==> src/rtl/fft8_bfly_sched.sv <==
// -----------------------------------------------------------------------------
// fft8_bfly_sched
//   Address/strobe scheduler for an in-place radix-2 DIT 8-point FFT
//   (bit-reversed input order). Each transform runs three stages of four
//   butterflies, one butterfly issued per cycle. A GAP of BFLY_LAT idle cycles
//   separates stages so no stage s+1 operand is read before the last stage s
//   result has been written back. Write strobes and addresses are the read
//   strobes and addresses delayed through a BFLY_LAT-deep shift register.
//
// Parameters
//   BFLY_LAT   cycles from read-address issue to result write (1..4)
//
// Ports
//   clk        rising-edge clock
//   rst_n      asynchronous active-low reset
//   start      request one transform (ignored while busy)
//   abort      (FFT8_SCHED_ABORT_EN only) cancel the transform in progress
//   rd_en      operand read strobe
//   rd_addr_a  operand A address   } held 0 while rd_en low
//   rd_addr_b  operand B address   }
//   tw_idx     twiddle index k of W8^k, held 0 while rd_en low
//   stage      current read stage 0..2 (0 while idle)
//   wr_en      result write strobe, rd_en delayed BFLY_LAT cycles
//   wr_addr_a  Y0 destination      } held 0 while wr_en low
//   wr_addr_b  Y1 destination      }
//   busy       transform in progress (through the final write)
//   done       one-cycle completion pulse, busy already low
//
// Build option
//   FFT8_SCHED_ABORT_EN  adds the abort input. Without it every started
//                        transform always runs to completion.
// -----------------------------------------------------------------------------
module fft8_bfly_sched #(
   parameter int unsigned BFLY_LAT = 1
) (
   input  logic       clk,
   input  logic       rst_n,
   input  logic       start,
`ifdef FFT8_SCHED_ABORT_EN
   input  logic       abort,
`endif
   output logic       rd_en,
   output logic [2:0] rd_addr_a,
   output logic [2:0] rd_addr_b,
   output logic [1:0] tw_idx,
   output logic [1:0] stage,
   output logic       wr_en,
   output logic [2:0] wr_addr_a,
   output logic [2:0] wr_addr_b,
   output logic       busy,
   output logic       done
);

   localparam logic [1:0] LAT_M1 = 2'(BFLY_LAT - 1);

   typedef enum logic [1:0] {IDLE, RUN, GAP, FLUSH} state_t;

   typedef struct packed {
      logic       vld;
      logic [2:0] a;
      logic [2:0] b;
   } wr_ent_t;

   state_t     state_q, state_d;
   logic [1:0] stage_q, stage_d;
   logic [1:0] k_q, k_d;       // butterfly index within the stage
   logic [1:0] cnt_q, cnt_d;   // GAP / FLUSH cycle counter
   logic       done_q, done_d;
   logic       abort_w;

   wr_ent_t    wr_pipe_q [BFLY_LAT];

`ifdef FFT8_SCHED_ABORT_EN
   assign abort_w = abort;
`else
   assign abort_w = 1'b0;
`endif

   // ---------------------------------------------------------------- FSM
   always_ff @(posedge clk or negedge rst_n) begin
      if (!rst_n) begin
         state_q <= IDLE;
         stage_q <= 2'd0;
         k_q     <= 2'd0;
         cnt_q   <= 2'd0;
         done_q  <= 1'b0;
      end else begin
         state_q <= state_d;
         stage_q <= stage_d;
         k_q     <= k_d;
         cnt_q   <= cnt_d;
         done_q  <= done_d;
      end
   end

   always_comb begin
      state_d = state_q;
      stage_d = stage_q;
      k_d     = k_q;
      cnt_d   = cnt_q;
      done_d  = 1'b0;
      unique case (state_q)
         IDLE: begin
            stage_d = 2'd0;
            k_d     = 2'd0;
            cnt_d   = 2'd0;
            if (start) state_d = RUN;
         end
         RUN: begin
            k_d = k_q + 2'd1;
            if (k_q == 2'd3) begin
               k_d     = 2'd0;
               cnt_d   = 2'd0;
               state_d = (stage_q == 2'd2) ? FLUSH : GAP;
            end
         end
         GAP: begin
            if (cnt_q == LAT_M1) begin
               cnt_d   = 2'd0;
               stage_d = stage_q + 2'd1;
               state_d = RUN;
            end else begin
               cnt_d = cnt_q + 2'd1;
            end
         end
         FLUSH: begin
            // Last FLUSH cycle carries the final wr_en; done follows it.
            if (cnt_q == LAT_M1) begin
               cnt_d   = 2'd0;
               stage_d = 2'd0;
               done_d  = 1'b1;
               state_d = IDLE;
            end else begin
               cnt_d = cnt_q + 2'd1;
            end
         end
         default: state_d = IDLE;
      endcase
      if (abort_w && (state_q != IDLE)) begin
         state_d = IDLE;
         stage_d = 2'd0;
         k_d     = 2'd0;
         cnt_d   = 2'd0;
         done_d  = 1'b0;
      end
   end

   // ------------------------------------------------------- read addressing
   // span = 2^s; A = (k>>s)*2*span + (k & (span-1)), B = A + span.
   // Bit s of A is always 0, so B is A with bit s set.
   assign rd_en = (state_q == RUN);

   always_comb begin
      rd_addr_a = 3'd0;
      rd_addr_b = 3'd0;
      tw_idx    = 2'd0;
      if (rd_en) begin
         unique case (stage_q)
            2'd0: begin
               rd_addr_a = {k_q, 1'b0};
               rd_addr_b = {k_q, 1'b1};
               tw_idx    = 2'd0;
            end
            2'd1: begin
               rd_addr_a = {k_q[1], 1'b0, k_q[0]};
               rd_addr_b = {k_q[1], 1'b1, k_q[0]};
               tw_idx    = {k_q[0], 1'b0};
            end
            default: begin
               rd_addr_a = {1'b0, k_q};
               rd_addr_b = {1'b1, k_q};
               tw_idx    = k_q;
            end
         endcase
      end
   end

   // ------------------------------------------------------- write pipeline
   // Addresses enter already zeroed when rd_en is low, so the write side
   // needs no extra masking.
   always_ff @(posedge clk or negedge rst_n) begin
      if (!rst_n) begin
         for (int i = 0; i < BFLY_LAT; i++) wr_pipe_q[i] <= '0;
      end else if (abort_w && (state_q != IDLE)) begin
         for (int i = 0; i < BFLY_LAT; i++) wr_pipe_q[i] <= '0;
      end else begin
         wr_pipe_q[0] <= '{vld: rd_en, a: rd_addr_a, b: rd_addr_b};
         for (int i = 1; i < BFLY_LAT; i++) wr_pipe_q[i] <= wr_pipe_q[i-1];
      end
   end

   assign wr_en     = wr_pipe_q[BFLY_LAT-1].vld;
   assign wr_addr_a = wr_pipe_q[BFLY_LAT-1].a;
   assign wr_addr_b = wr_pipe_q[BFLY_LAT-1].b;

   assign stage = stage_q;
   assign busy  = (state_q != IDLE);
   assign done  = done_q;

endmodule

==> config.mk <==
export PLATFORM = sky130hd
export DESIGN_NAME = fft8_bfly_sched
export DESIGN_NICKNAME = d
export VERILOG_FILES = /design/src/rtl/fft8_bfly_sched.sv
export SDC_FILE = /design/constraint.sdc
export NUM_CORES = 1
export LEC_CHECK = 0
export CAP_MARGIN = 15
export CELL_PAD_IN_SITES_DETAIL_PLACEMENT = 0
export CELL_PAD_IN_SITES_GLOBAL_PLACEMENT = 1
export CORE_MARGIN = 2
export CORE_UTILIZATION = 37
export CTS_CLUSTER_SIZE = 16
export DETAILED_ROUTE_END_ITERATION = 10
export GPL_TIMING_DRIVEN = 0
export PLACE_DENSITY_LB_ADDON = 0.1
export SLEW_MARGIN = 20
export SYNTH_ARGS = -nofsm -noshare
export SYNTH_HDL_FRONTEND = slang
export SYNTH_SLANG_ARGS = --single-unit
==> constraint.sdc <==
create_clock -name clk -period 3.05 [get_ports clk]
set_input_delay 0.4575 -clock clk [delete_from_list [all_inputs] [get_ports clk]]
set_output_delay 0.4575 -clock clk [all_outputs]
set_load 0.01 [all_outputs]
== Word-level counts from Yosys, hierarchy flattened ==
Index checks and enable logic that the tools add are counted.

* Register bits: 16
* Output and inout port bits: 20

* Add/sub/neg operators: 3
* Reductions and logical operators: 9
* Multiplexer cells: 21
* Equality and inequality tests: 10

{| class="wikitable"
|+ Operators by type and width
! kind !! count
|-
| 2-bit 2-to-1 mux || 9
|-
| 2-bit one-hot mux with 3 select lines || 2
|-
| 3-bit one-hot mux with 2 select lines || 2
|-
| 2-bit equality test, second input constant || 4
|-
| 2-bit one-hot mux with 2 select lines || 2
|-
| 2-bit one-hot mux with 4 select lines || 1
|-
| 2-bit by 1-bit adder with 2-bit output, second input constant || 3
|-
| 2-bit zero test || 3
|-
| 3-bit 2-to-1 mux || 2
|-
| 2-bit != test, second input constant || 3
|-
| 2-bit by 1-bit equality test with 1-bit output, second input constant || 2
|-
| 4-bit AND reduction || 1
|-
| 2-bit nonzero test || 2
|-
| 1-bit 2-to-1 mux || 3
|-
| 3-bit AND reduction || 1
|-
| 3-bit nonzero test || 1
|-
| 2-bit by 1-bit != test with 1-bit output, second input constant || 1
|-
| 2-bit OR reduction || 1
|}

== Depth between registers and ports, before layout ==
Gate-level depths: netlist of the first run.

* Depth after elaboration: 4
* Mapped depth: 6
* Gate-level depth less buffers: 5

== Worst setup path after synthesis of the first run ==
Ideal clock, no wire load.

* Path kind: register to output
* From: register stage_q[0] (netlist: stage[0])
* To: output port rd_addr_b[1]
* Path buffers: 1
* Setup slack: 1.258 ns
* Required time: 2.592 ns
* Arrival: 1.334 ns
* Cell stages (with the launch flop): 7
* Path through: dfrtp_1 > inv_1 > ha_1 > buf_2 > nor2_4 > a211oi_1 > nor3_1

* Cells in the longest elaborated chain, start to end: 3
* Elaborated cells on any way between the ends: 4
* Classes of those cells: eq/ne: 1; mux: 2; reduce/logical: 1

{| class="wikitable"
|+ RTL lines
! element !! RTL line !! text
|-
| from (decl) || 65 || <nowiki>logic [1:0] stage_q, stage_d;</nowiki>
|-
| from (signal assigned) || 89 || <nowiki>stage_q <= stage_d;</nowiki>
|-
| 2-bit by 1-bit equality test with 1-bit output or 2-bit zero test (tied branches) || 158 || <nowiki>unique case (stage_q)</nowiki>
|-
| 3-bit one-hot mux with 2 select lines (*) || 158 ||
|-
| 3-bit 2-to-1 mux (*) || 157 || <nowiki>if (rd_en) begin</nowiki>
|-
| to (decl) || 44 || <nowiki>output logic [2:0] rd_addr_b,</nowiki>
|}

Every way passes the cells marked *; elsewhere a longest branch is shown, timed or not.

== Final worst setup path of the first run ==
Ends and elaborated chain as after synthesis.

==> results of run 1 <==
## metal layers
metal  global-route usage  up-vias
met5                    0        -
met4               0.0405        0
met3               0.0327        2
met2                0.224       18
met1                0.196      283
li1                     -      314
## layout by cell type (no fill, tap or decap), drive strengths merged
| master | instances |
|---|---|
| clkdlybuf4s50 | 22 |
| dfrtp | 16 |
| nand2 | 11 |
| ha | 7 |
| nor2 | 6 |
| inv | 5 |
| o21ai | 5 |
| clkbuf | 5 |
| a21oi | 3 |
| buf | 3 |
| nor3 | 2 |
| a21o | 2 |
| nand4b | 2 |
| and3 | 2 |
| nand2b | 1 |
| o211a | 1 |
| or2 | 1 |
| a211oi | 1 |
| o211ai | 1 |
| o21a | 1 |
| nor2b | 1 |
| a22o | 1 |
| and2b | 1 |
| nor3b | 1 |
| o22ai | 1 |
| xor2 | 1 |
## cell usage after synthesis (all sizes together), types with 2 or more instances
cell and count:
dfrtp 16, nand2 11, ha 7, nor2 6, inv 5, o21ai 5, a21oi 3, buf 3
a21o 2, and3 2, nand4b 2, nor3 2
## state kept, by name, summed over array words and instances, names as in the netlist
name / cells
wr_addr_a: 3
stage: 2
wr_en: 1
done: 1
state_q: 2
wr_addr_b: 3
k_q: 2
cnt_q: 2
## stage by stage
step | utilization | cell area (sq um)
floorplan | - | 801
global placement | 0.527 | 1050
detailed placement | 0.527 | 1050
CTS | 0.545 | 1090
global route | 0.545 | 1090
finish | 0.545 | 1090
## power by group through the flow
stage | Clock [mW] | Sequential (mW) | Combinational (mW)
after floorplan | 0 | 0.344 | 0.327
after global placement | 0 | 0.324 | 0.644
after detailed placement | 0 | 0.327 | 0.645
after CTS | 0.147 | 0.322 | 0.647
after global routing | 0.156 | 0.333 | 0.706
final | 0.140 | 0.321 | 0.641
## cell type report
type / count / area (sq um) / area share
Sequential cell: 16 / 400 / 0.367
Multi-Input combinational cell: 52 / 355 / 0.326
Timing Repair Buffer: 22 / 220 / 0.202
Clock buffer: 4 / 36.3 / 0.0333
Tap cell: 27 / 33.8 / 0.0310
Buffer: 4 / 26.3 / 0.0241
Inverter: 5 / 18.8 / 0.0172
## worst min-delay path, cell delays in order (launching register included)
cell and delay (ns):
dfrtp_1 0.39, nand2_1 0.06, o21ai_0 0.06
## how the worst min path moves through the flow
stage,start,end,slack (ns)
after floorplan,rst_n,cnt_q[0]$_DFFE_PN0P_,0.16
after global placement,cnt_q[0]$_DFFE_PN0P_,cnt_q[0]$_DFFE_PN0P_,0.52
after detailed placement,cnt_q[0]$_DFFE_PN0P_,cnt_q[0]$_DFFE_PN0P_,0.53
after CTS,cnt_q[0]$_DFFE_PN0P_,cnt_q[0]$_DFFE_PN0P_,0.54
after global routing,cnt_q[0]$_DFFE_PN0P_,cnt_q[0]$_DFFE_PN0P_,0.59
final,cnt_q[0]$_DFFE_PN0P_,cnt_q[0]$_DFFE_PN0P_,0.54
## logic make-up (layout without fill, tap and decap cells)
kind of cell | count (synthesis) | in the layout | share of synthesized area
and+or+nand+nor | 28 | 28 | 0.195
AOI/OAI and AO/OA | 16 | 16 | 0.128
DFF | 16 | 16 | 0.500
buffers and inverters | 9 | 35 | 0.0562
adders and majority gates | 7 | 7 | 0.109
xor gates and xnor gates | 1 | 1 | 0.0109
==> flow_summary.json, run 1 <==
{
  "seqPwrFrac": 0.291,
  "rows": 16,
  "cts_setup_buffers": 0,
  "cts_sinks": 16,
  "total_power_mw": 1.10,
  "drt_first_pass_iters": 4,
  "path_buf_inv": 3,
  "worstSetupEndpoint": "rd_addr_b[1]",
  "power.density_mw_per_mm2": 1010,
  "grt_max_degree": 17,
  "drive_above_1_share": 0.136,
  "ant_nets": 0,
  "via_per_inst": 4.75,
  "slew_violations": 0,
  "synth_cell_types": 30,
  "max_stage_delay_ns": 0.59,
  "setup_viol": 0,
  "fin_skew_ns": 0.000507,
  "worstSetupEndpointType": "output pin",
  "reg2reg_depth": 6,
  "syn_nets": 87,
  "tightestPinTransition_ns": 0.746,
  "worstSetupPathType": "reg -> out",
  "fin_cells": 130,
  "die_width_um": 50.5,
  "diodes": 0,
  "finalHoldViolCount": 0,
  "hold_depth": 2,
  "cts_buffers": 3,
  "ys_seq_elements": 16,
  "crit_chain": "inv_1, ha_1, buf_2, nor2_4, a211oi_1, nor3_1, clkdlybuf4s50_1",
  "htree_num_levels": 1,
  "yosys_warnings": 0,
  "route.met3.wl_um": 88,
  "core_sq_mm": 0.00200,
  "io_buffer_count": 22,
  "crit_required_ns": 2.59,
  "cp_top_family": "buffers and inverters",
  "slowest_stage": "clkdlybuf4s50_1",
  "clk_pin_slew_ns": 0.10,
  "p_int_mw": 0.695,
  "reg2reg_slack_ns": 1.62,
  "p_clk_frac": 0.127,
  "syn-mean-instance-area_sq_um": 10.4,
  "vias": 617,
  "switching_share": 0.370,
  "io_pins": 23,
  "worst_slack_ns": 0.396,
  "overflow": 0,
  "netlist_area_sq_um": 801,
  "hold_buffers": 0,
  "cp-start-kind": "register",
  "dp_slack_ns": 0.700,
  "wl_per_cell_um": 11.9,
  "yosys-top-cells-area": "dfrtp_1 50%, ha_1 11%, nand2_1 5.2%",
  "syn_inst": 77,
  "crit_cells": 7,
  "yosysTopAreaCellShare": 0.500,
  "dieHeight_um": 50.5,
  "synth_edf_count": 0,
  "cap_violations": 0,
  "insertion_delay_ns": 0.28,
  "place_congestion": 0.702,
  "cts_root_buffer": "clkbuf_4",
  "drc": 0,
  "top_layer": "met4",
  "drt_iter0_drc": 16,
  "synth_ff_type": "dfrtp_1",
  "path_max_fanout": 8,
  "cts_tree": "yes",
  "fin_nets": 114,
  "grt_antenna_before_repair": 0,
  "peakVddDrop_mv": 0.533,
  "synth_area_leader_cell": "dfrtp_1",
  "p_comb_frac": 0.582,
  "yosysSeqAreaShare": 0.500,
  "grt_pass1_vias": 640,
  "status": "complete, no violations",
  "switching_power_mw": 0.407,
  "grt_setup_unrepaired": "false",
  "dieArea_sq_mm": 0.00255,
  "synth_async_sr_flop_share": 1.00,
  "min_period_ns": 2.65,
  "clk_path_buf_depth": 2,
  "holdWs_ns": 0.543,
  "grt_pass1_wl_mm": 2.79,
  "worstPathArrival_ns": 2.20,
  "fmax_ghz": 0.377,
  "syn2layout_area_growth_pct": 36.3,
  "drt-total-wl_mm": 1.55,
  "hpwl_mm": 1.11,
  "cp-startpoint": "stage[0]$_DFFE_PN0P_",
  "power_leakage_nw": 0.510,
  "initial_core_util": 0.400,
  "wl_met1_um": 751,
  "worstReg2RegEnd": "wr_addr_b[1]$_DFF_PN0_",
  "hp-class": "reg -> reg",
  "min_period_over_period": 0.870,
  "worstReg2RegStart": "stage[0]$_DFFE_PN0P_",
  "fill_cells": 193,
  "final.setup.tns_ns": 0,
  "cts_resized": 0,
  "grt_usage": 0.142,
  "routed-wl-met2_um": 696,
  "slew_headroom": 0.501,
  "place_inst": 126
}
Power figures use the tool's default switching activity.
==> inputs of run 2 (changes only) <==
CELL_PAD_IN_SITES_DETAIL_PLACEMENT = unset   (was 0)
CELL_PAD_IN_SITES_GLOBAL_PLACEMENT = unset   (was 1)
CORE_UTILIZATION = 49   (was 37)
PLACE_DENSITY = 0.82   (was unset)
PLACE_DENSITY_LB_ADDON = unset   (was 0.1)
==> run 2 against run 1 <==
Effect of this change: worst setup slack got worse by 0.023 ns; power grew 0.37%; wire length fell by 1.4%; critical path depth did not move; hold slack gained 0.0075 ns; die area decreased by 23%; sequential power is essentially flat; register-to-register slack hardly changed; first-iteration DRC count down 19%; core utilization increased by 16 points; clock skew up 0.0024 ns.
==> flow_summary.json, run 2 (synthesis results as in run 1) <==
{
  "drt-total-wl_mm": 1.52,
  "grt_antenna_before_repair": 0,
  "core_sq_mm": 0.00152,
  "cp-start-kind": "register",
  "p_comb_frac": 0.584,
  "die_width_um": 44.4,
  "drt_iter0_drc": 13,
  "hold_buffers": 0,
  "cts_buffers": 3,
  "peakVddDrop_mv": 0.476,
  "io_pins": 23,
  "worstSetupPathType": "reg -> out",
  "grt_setup_unrepaired": "false",
  "cap_violations": 0,
  "crit_chain": "inv_1, ha_1, buf_2, nor2_4, nand2_1, a21oi_1, clkdlybuf4s50_1",
  "worstPathArrival_ns": 2.22,
  "final_cell_mix": "22 x clkdlybuf4s50_1, 16 x dfrtp_1, 11 x nand2_1",
  "hpwl_mm": 1.12,
  "drive_above_1_share": 0.136,
  "insertion_delay_ns": 0.28,
  "seqPwrFrac": 0.289,
  "slew_violations": 0,
  "ant_nets": 0,
  "max_stage_delay_ns": 0.59,
  "fin_skew_ns": 0.00295,
  "use_met1": 0.236,
  "dieHeight_um": 44.4,
  "hold_depth": 2,
  "cts_resized": 0,
  "drt_first_pass_iters": 3,
  "clk_pin_slew_ns": 0.10,
  "htree_num_levels": 1,
  "io_buffer_count": 22,
  "cts_setup_buffers": 0,
  "reg2reg_depth": 6,
  "slowest_stage": "clkdlybuf4s50_1",
  "wl_per_cell_um": 12.8,
  "fmax_ghz": 0.374,
  "fin_nets": 114,
  "min_period_over_period": 0.878,
  "clk_path_buf_depth": 2,
  "total_power_mw": 1.11,
  "final_core_util": 0.707,
  "min_period_ns": 2.68,
  "dieArea_sq_mm": 0.00197,
  "grt_util_met2": 0.282,
  "tightestPinTransition_ns": 0.713,
  "overflow": 0,
  "via_per_inst": 5.17,
  "crit_required_ns": 2.59,
  "finalHoldViolCount": 0,
  "diodes": 0,
  "status": "complete, no violations",
  "rows": 14,
  "syn2layout_area_growth_pct": 34.5,
  "final_common_cell": "clkdlybuf4s50_1",
  "place_congestion": 0.770,
  "setup_viol": 0,
  "grt_usage": 0.180,
  "grt_max_degree": 17,
  "cts_tree": "yes",
  "switching_power_mw": 0.412,
  "power.density_mw_per_mm2": 1030,
  "p_clk_frac": 0.127,
  "switching_share": 0.372,
  "grt_pass1_vias": 568,
  "worstSetupEndpointType": "output pin",
  "path_max_fanout": 8,
  "vias": 615,
  "grt_pass1_wl_mm": 2.53,
  "initial_core_util": 0.525,
  "cts_sinks": 16,
  "use_met3": 0.0245,
  "busiest_layer": "met2",
  "hp-class": "reg -> reg",
  "slew_headroom": 0.523,
  "p_int_mw": 0.694,
  "power_leakage_nw": 0.510,
  "cts_root_buffer": "clkbuf_4",
  "drc": 0,
  "final.setup.tns_ns": 0
}
## run 2: cell counts in the layout (fill, tap and decap cells not counted)
No cell type changed its count.
## run 2: cell type report
cell class	count	area (sq um)
multi-input cells	52	355
fillers	113	447
repair buffers	22	220
well taps	16	20.0
inverters	5	18.8
clock buffers	4	36.3
plain buffers	4	26.3
flip-flops and latches	16	400
## run 2: power groups by stage
stage | clock (mW) | sequential (mW) | combinational, mW
2_1_floorplan | 0 | 0.344 | 0.327
3_3_place_gp | 0 | 0.323 | 0.628
3_5_place_dp | 0 | 0.325 | 0.647
4_1_cts | 0.145 | 0.320 | 0.649
5_1_grt | 0.154 | 0.327 | 0.702
6_report | 0.140 | 0.320 | 0.646
## run 2: worst paths after layout
kind | start | end | slack, ns
worst max-delay path | stage[0]$_DFFE_PN0P_ | rd_addr_a[1] | 0.37
worst min-delay path | cnt_q[0]$_DFFE_PN0P_ | cnt_q[0]$_DFFE_PN0P_ | 0.55
worst max register to register | stage[0]$_DFFE_PN0P_ | wr_addr_a[1]$_DFF_PN0_ | 1.61
worst min register to register | cnt_q[0]$_DFFE_PN0P_ | cnt_q[0]$_DFFE_PN0P_ | 0.55
max in group asynchronous | rst_n | state_q[1]$_DFFE_PN0P_ | 2.01
min in group asynchronous | rst_n | k_q[0]$_DFFE_PN0P_ | 0.59
## run 2: routing by layer
metal / routed length (um) / vias to the layer above
li1: - / 310
met1: 713 / 284
met2: 730 / 19
met3: 70 / 2
met4: 10 / 0
met5: 0 / -
## run 2: stage by stage
stage | worst slack, ns | hold slack (ns) | cell area, sq um | cells
5_1_grt | 0.191 | 0.594 | 1080 | 119
2_1_floorplan | 1.26 | 0.162 | 801 | 77
3_5_place_dp | 0.681 | 0.531 | 1040 | 115
4_1_cts | 0.340 | 0.545 | 1080 | 119
3_3_place_gp | 0.769 | 0.516 | 1040 | 115
6_report | 0.373 | 0.550 | 1080 | 119
## run 2: critical path, delay by kind of cell, from the launching register on
| family | cells | cell delay [ns] |
|---|---|---|
| compound gates | 1 | 0.25 |
| fa+ha+maj | 1 | 0.19 |
| buf+inv | 3 | 0.85 |
| flops | 1 | 0.43 |
| simple gates | 2 | 0.22 |
==> RTL change (config.mk and constraints of run 2) <==
The option `FFT8_SCHED_ABORT_EN` is turned on by a define.
--- a/src/rtl/fft8_bfly_sched.sv
+++ b/src/rtl/fft8_bfly_sched.sv
@@ -30,6 +30,8 @@
 //   FFT8_SCHED_ABORT_EN  adds the abort input. Without it every started
 //                        transform always runs to completion.
 // -----------------------------------------------------------------------------
+`define FFT8_SCHED_ABORT_EN
+
 module fft8_bfly_sched #(
    parameter int unsigned BFLY_LAT = 1
 ) (
Ports: changed (added abort); port bits go from 23 to 24. No check against the original RTL was run, so the function may have changed too.
==> RTL change against run 2 <==
- worst setup slack better by 0.075 ns
- cell area up 11%
- critical path depth down 2
- largest power group unchanged
- sequential cell count unchanged
- area after synthesis up 14%
- total power down 23%
- highest routed layer unchanged
- core utilization down 2.0 points
- routed wire length up 26%
==> RTL change: results (changes against run 2) <==
| Metric | Value |
|---|---|
| Leak | 0.539 nW (was 0.510 nW) |
| Diodes inserted | 0 (unchanged) |
| Worst Path Arrival | 2.14 ns (was 2.22 ns) |
| Worst r2r src | state_q[1] (was stage[0]) |
| Critical path fanouts, max | 10 (was 8) |
| # fillers | 140 (was 113) |
| Worst hold endpoint | cnt_q[0] (unchanged) |
| Hold Worst Slack | 0.550 ns (about the same) |
| Root Buffer | clkbuf_4 (unchanged) |
| First-pass GRT wire length | 3.20 mm (was 2.53 mm) |
| Seq/Total Area, Yosys | 43.8% (was 50.0%) |
| Routed length per instance | 13.2 µm (was 12.8 µm) |
| IO buf count | 23 (was 22) |
| Reg2reg end | state_q[0] (was wr_addr_a[1]) |
| Post-DP HPWL | 1.53 mm (was 1.12 mm) |
| XOR/XNOR share of the synthesized area | 0% (was 1.09%) |
| Largest net degree at the start of global routing | 17 (unchanged) |
| Gr usage total | 20.2% (was 18.0%) |
| Vias | 782 (was 615) |
| Async set-reset flop share out of synthesis | 100% (unchanged) |
| Syn Nets | 108 (was 87) |
| Prevailing post-synth register cell | dfrtp_1 (unchanged) |
| Clock-pin slew of the registers on the worst-case setup and hold paths | 0.09 ns |
| Status | completed (unchanged) |
| CP max stage delay | 0.57 ns (was 0.59 ns) |
| Mux contribution to synthesized area | 4.51% (was 0%) |
| Post-CTS setup repair buffer count | 0 (unchanged) |
| R2r setup slk | 1.17 ns (was 1.61 ns) |
| CTS H-tree depth | 1 (unchanged) |
| DRT Pass-1 Iters | 4 (was 3) |
| HP Start | cnt_q[0] (unchanged) |
| Hold WC Path Type | register to register (unchanged) |
| Bufs on Longest Clock Path | 2 (unchanged) |
| Worst skew pair latency | 0.28 ns (about the same) |
| Nets@finish | 136 (was 114) |
| Post-Synth Adder-Cell Area | 13.7% (was 10.9%) |
| Crit-path leading delay family | buffers and inverters (unchanged) |
| CTS buffer count | 3 (unchanged) |
| Synth Area in Compound Gates | 13.0% (was 12.8%) |
| Top cells by area, synth | dfrtp_1 (44%), ha_1 (14%), nor2_1 (4.9%), mux2i_1 (3.3%), inv_1 (3.3%) (was dfrtp_1 (50%), ha_1 (11%), nand2_1 (5.2%), nor2_1 (2.3%), nand4b_1 (2.2%)) |
| GPL Wtd Cong | 0.834 (was 0.770) |
| Initial antenna violation count | 0 (unchanged) |
| R2R cell count | 6 (unchanged) |
| Resize count post-CTS | 0 (unchanged) |
| Maximum vdd drop | 0.000510 V (was 0.000476 V) |
| Synth cell types | 29 (was 30) |
| Worst relative slew slack | 52.3% (about the same) |
| Clock Skew | 0.000760 ns (was 0.00295 ns) |
| Hold Path Cell Cnt | 1 (was 2) |
| Synth top cells by count | dfrtp_1 (16), nor2_1 (12), ha_1 (10) (was dfrtp_1 (16), nand2_1 (11), ha_1 (7)) |
| Initial detailed-routing violation count | 12 (was 13) |
| Share of layout cells above drive strength 1 | 9.17% (was 13.6%) |
RTL change: cell count changes in the layout (fill, tap and decap cells not counted), sizes merged, moves of 4 or more:
cell / before / now
and2: 0 / 4
inv: 5 / 9
nand2: 11 / 7
nor2: 6 / 12
RTL change: through the flow:
step / area (µm²) / std cells / power (mW) / worst slack [ns]
final: 1200 / 145 / 0.856 / 0.448
after global routing: 1200 / 145 / 0.913 / 0.327
after CTS: 1200 / 145 / 0.856 / 0.452
after detailed placement: 1180 / 142 / 0.749 / 0.762
after global placement: 1180 / 142 / 0.733 / 0.801
after floorplan: 915 / 94 / 0.560 / 1.32
RTL change: where the power goes:
part           switching (mW)  internal (mW)
registers              0.0349          0.255
logic                   0.232          0.224
clock network          0.0648         0.0458
RTL change: worst max-delay path by stage:
| stage | startpoint | endpoint | cells after the start |
|---|---|---|---|
| 4_1_cts | stage[0] | rd_addr_a[1] | 6 |
| 6_report | state_q[1] | rd_addr_b[1] | 5 |
| 2_1_floorplan | stage[0] | rd_addr_a[1] | 5 |
| 3_3_place_gp | state_q[1] | rd_addr_b[1] | 5 |
| 5_1_grt | stage[0] | rd_addr_a[1] | 6 |
| 3_5_place_dp | stage[0] | rd_addr_a[1] | 6 |
RTL change: final cells by class:
| class | instances | area share (%) |
|---|---|---|
| Sequential cell | 16 | 33.4 |
| Inverter | 9 | 2.82 |
| Multi-Input combinational cell | 69 | 40.1 |
| Timing Repair Buffer | 23 | 19.2 |
| Tap cell | 25 | 2.61 |
| Clock buffer | 3 | 1.88 |
RTL change: layer usage:
metal	routed length, µm	GRT usage, %
met1	787	23.4
met2	979	37.8
met3	135	3.46
met4	11	5.56
met5	0	0
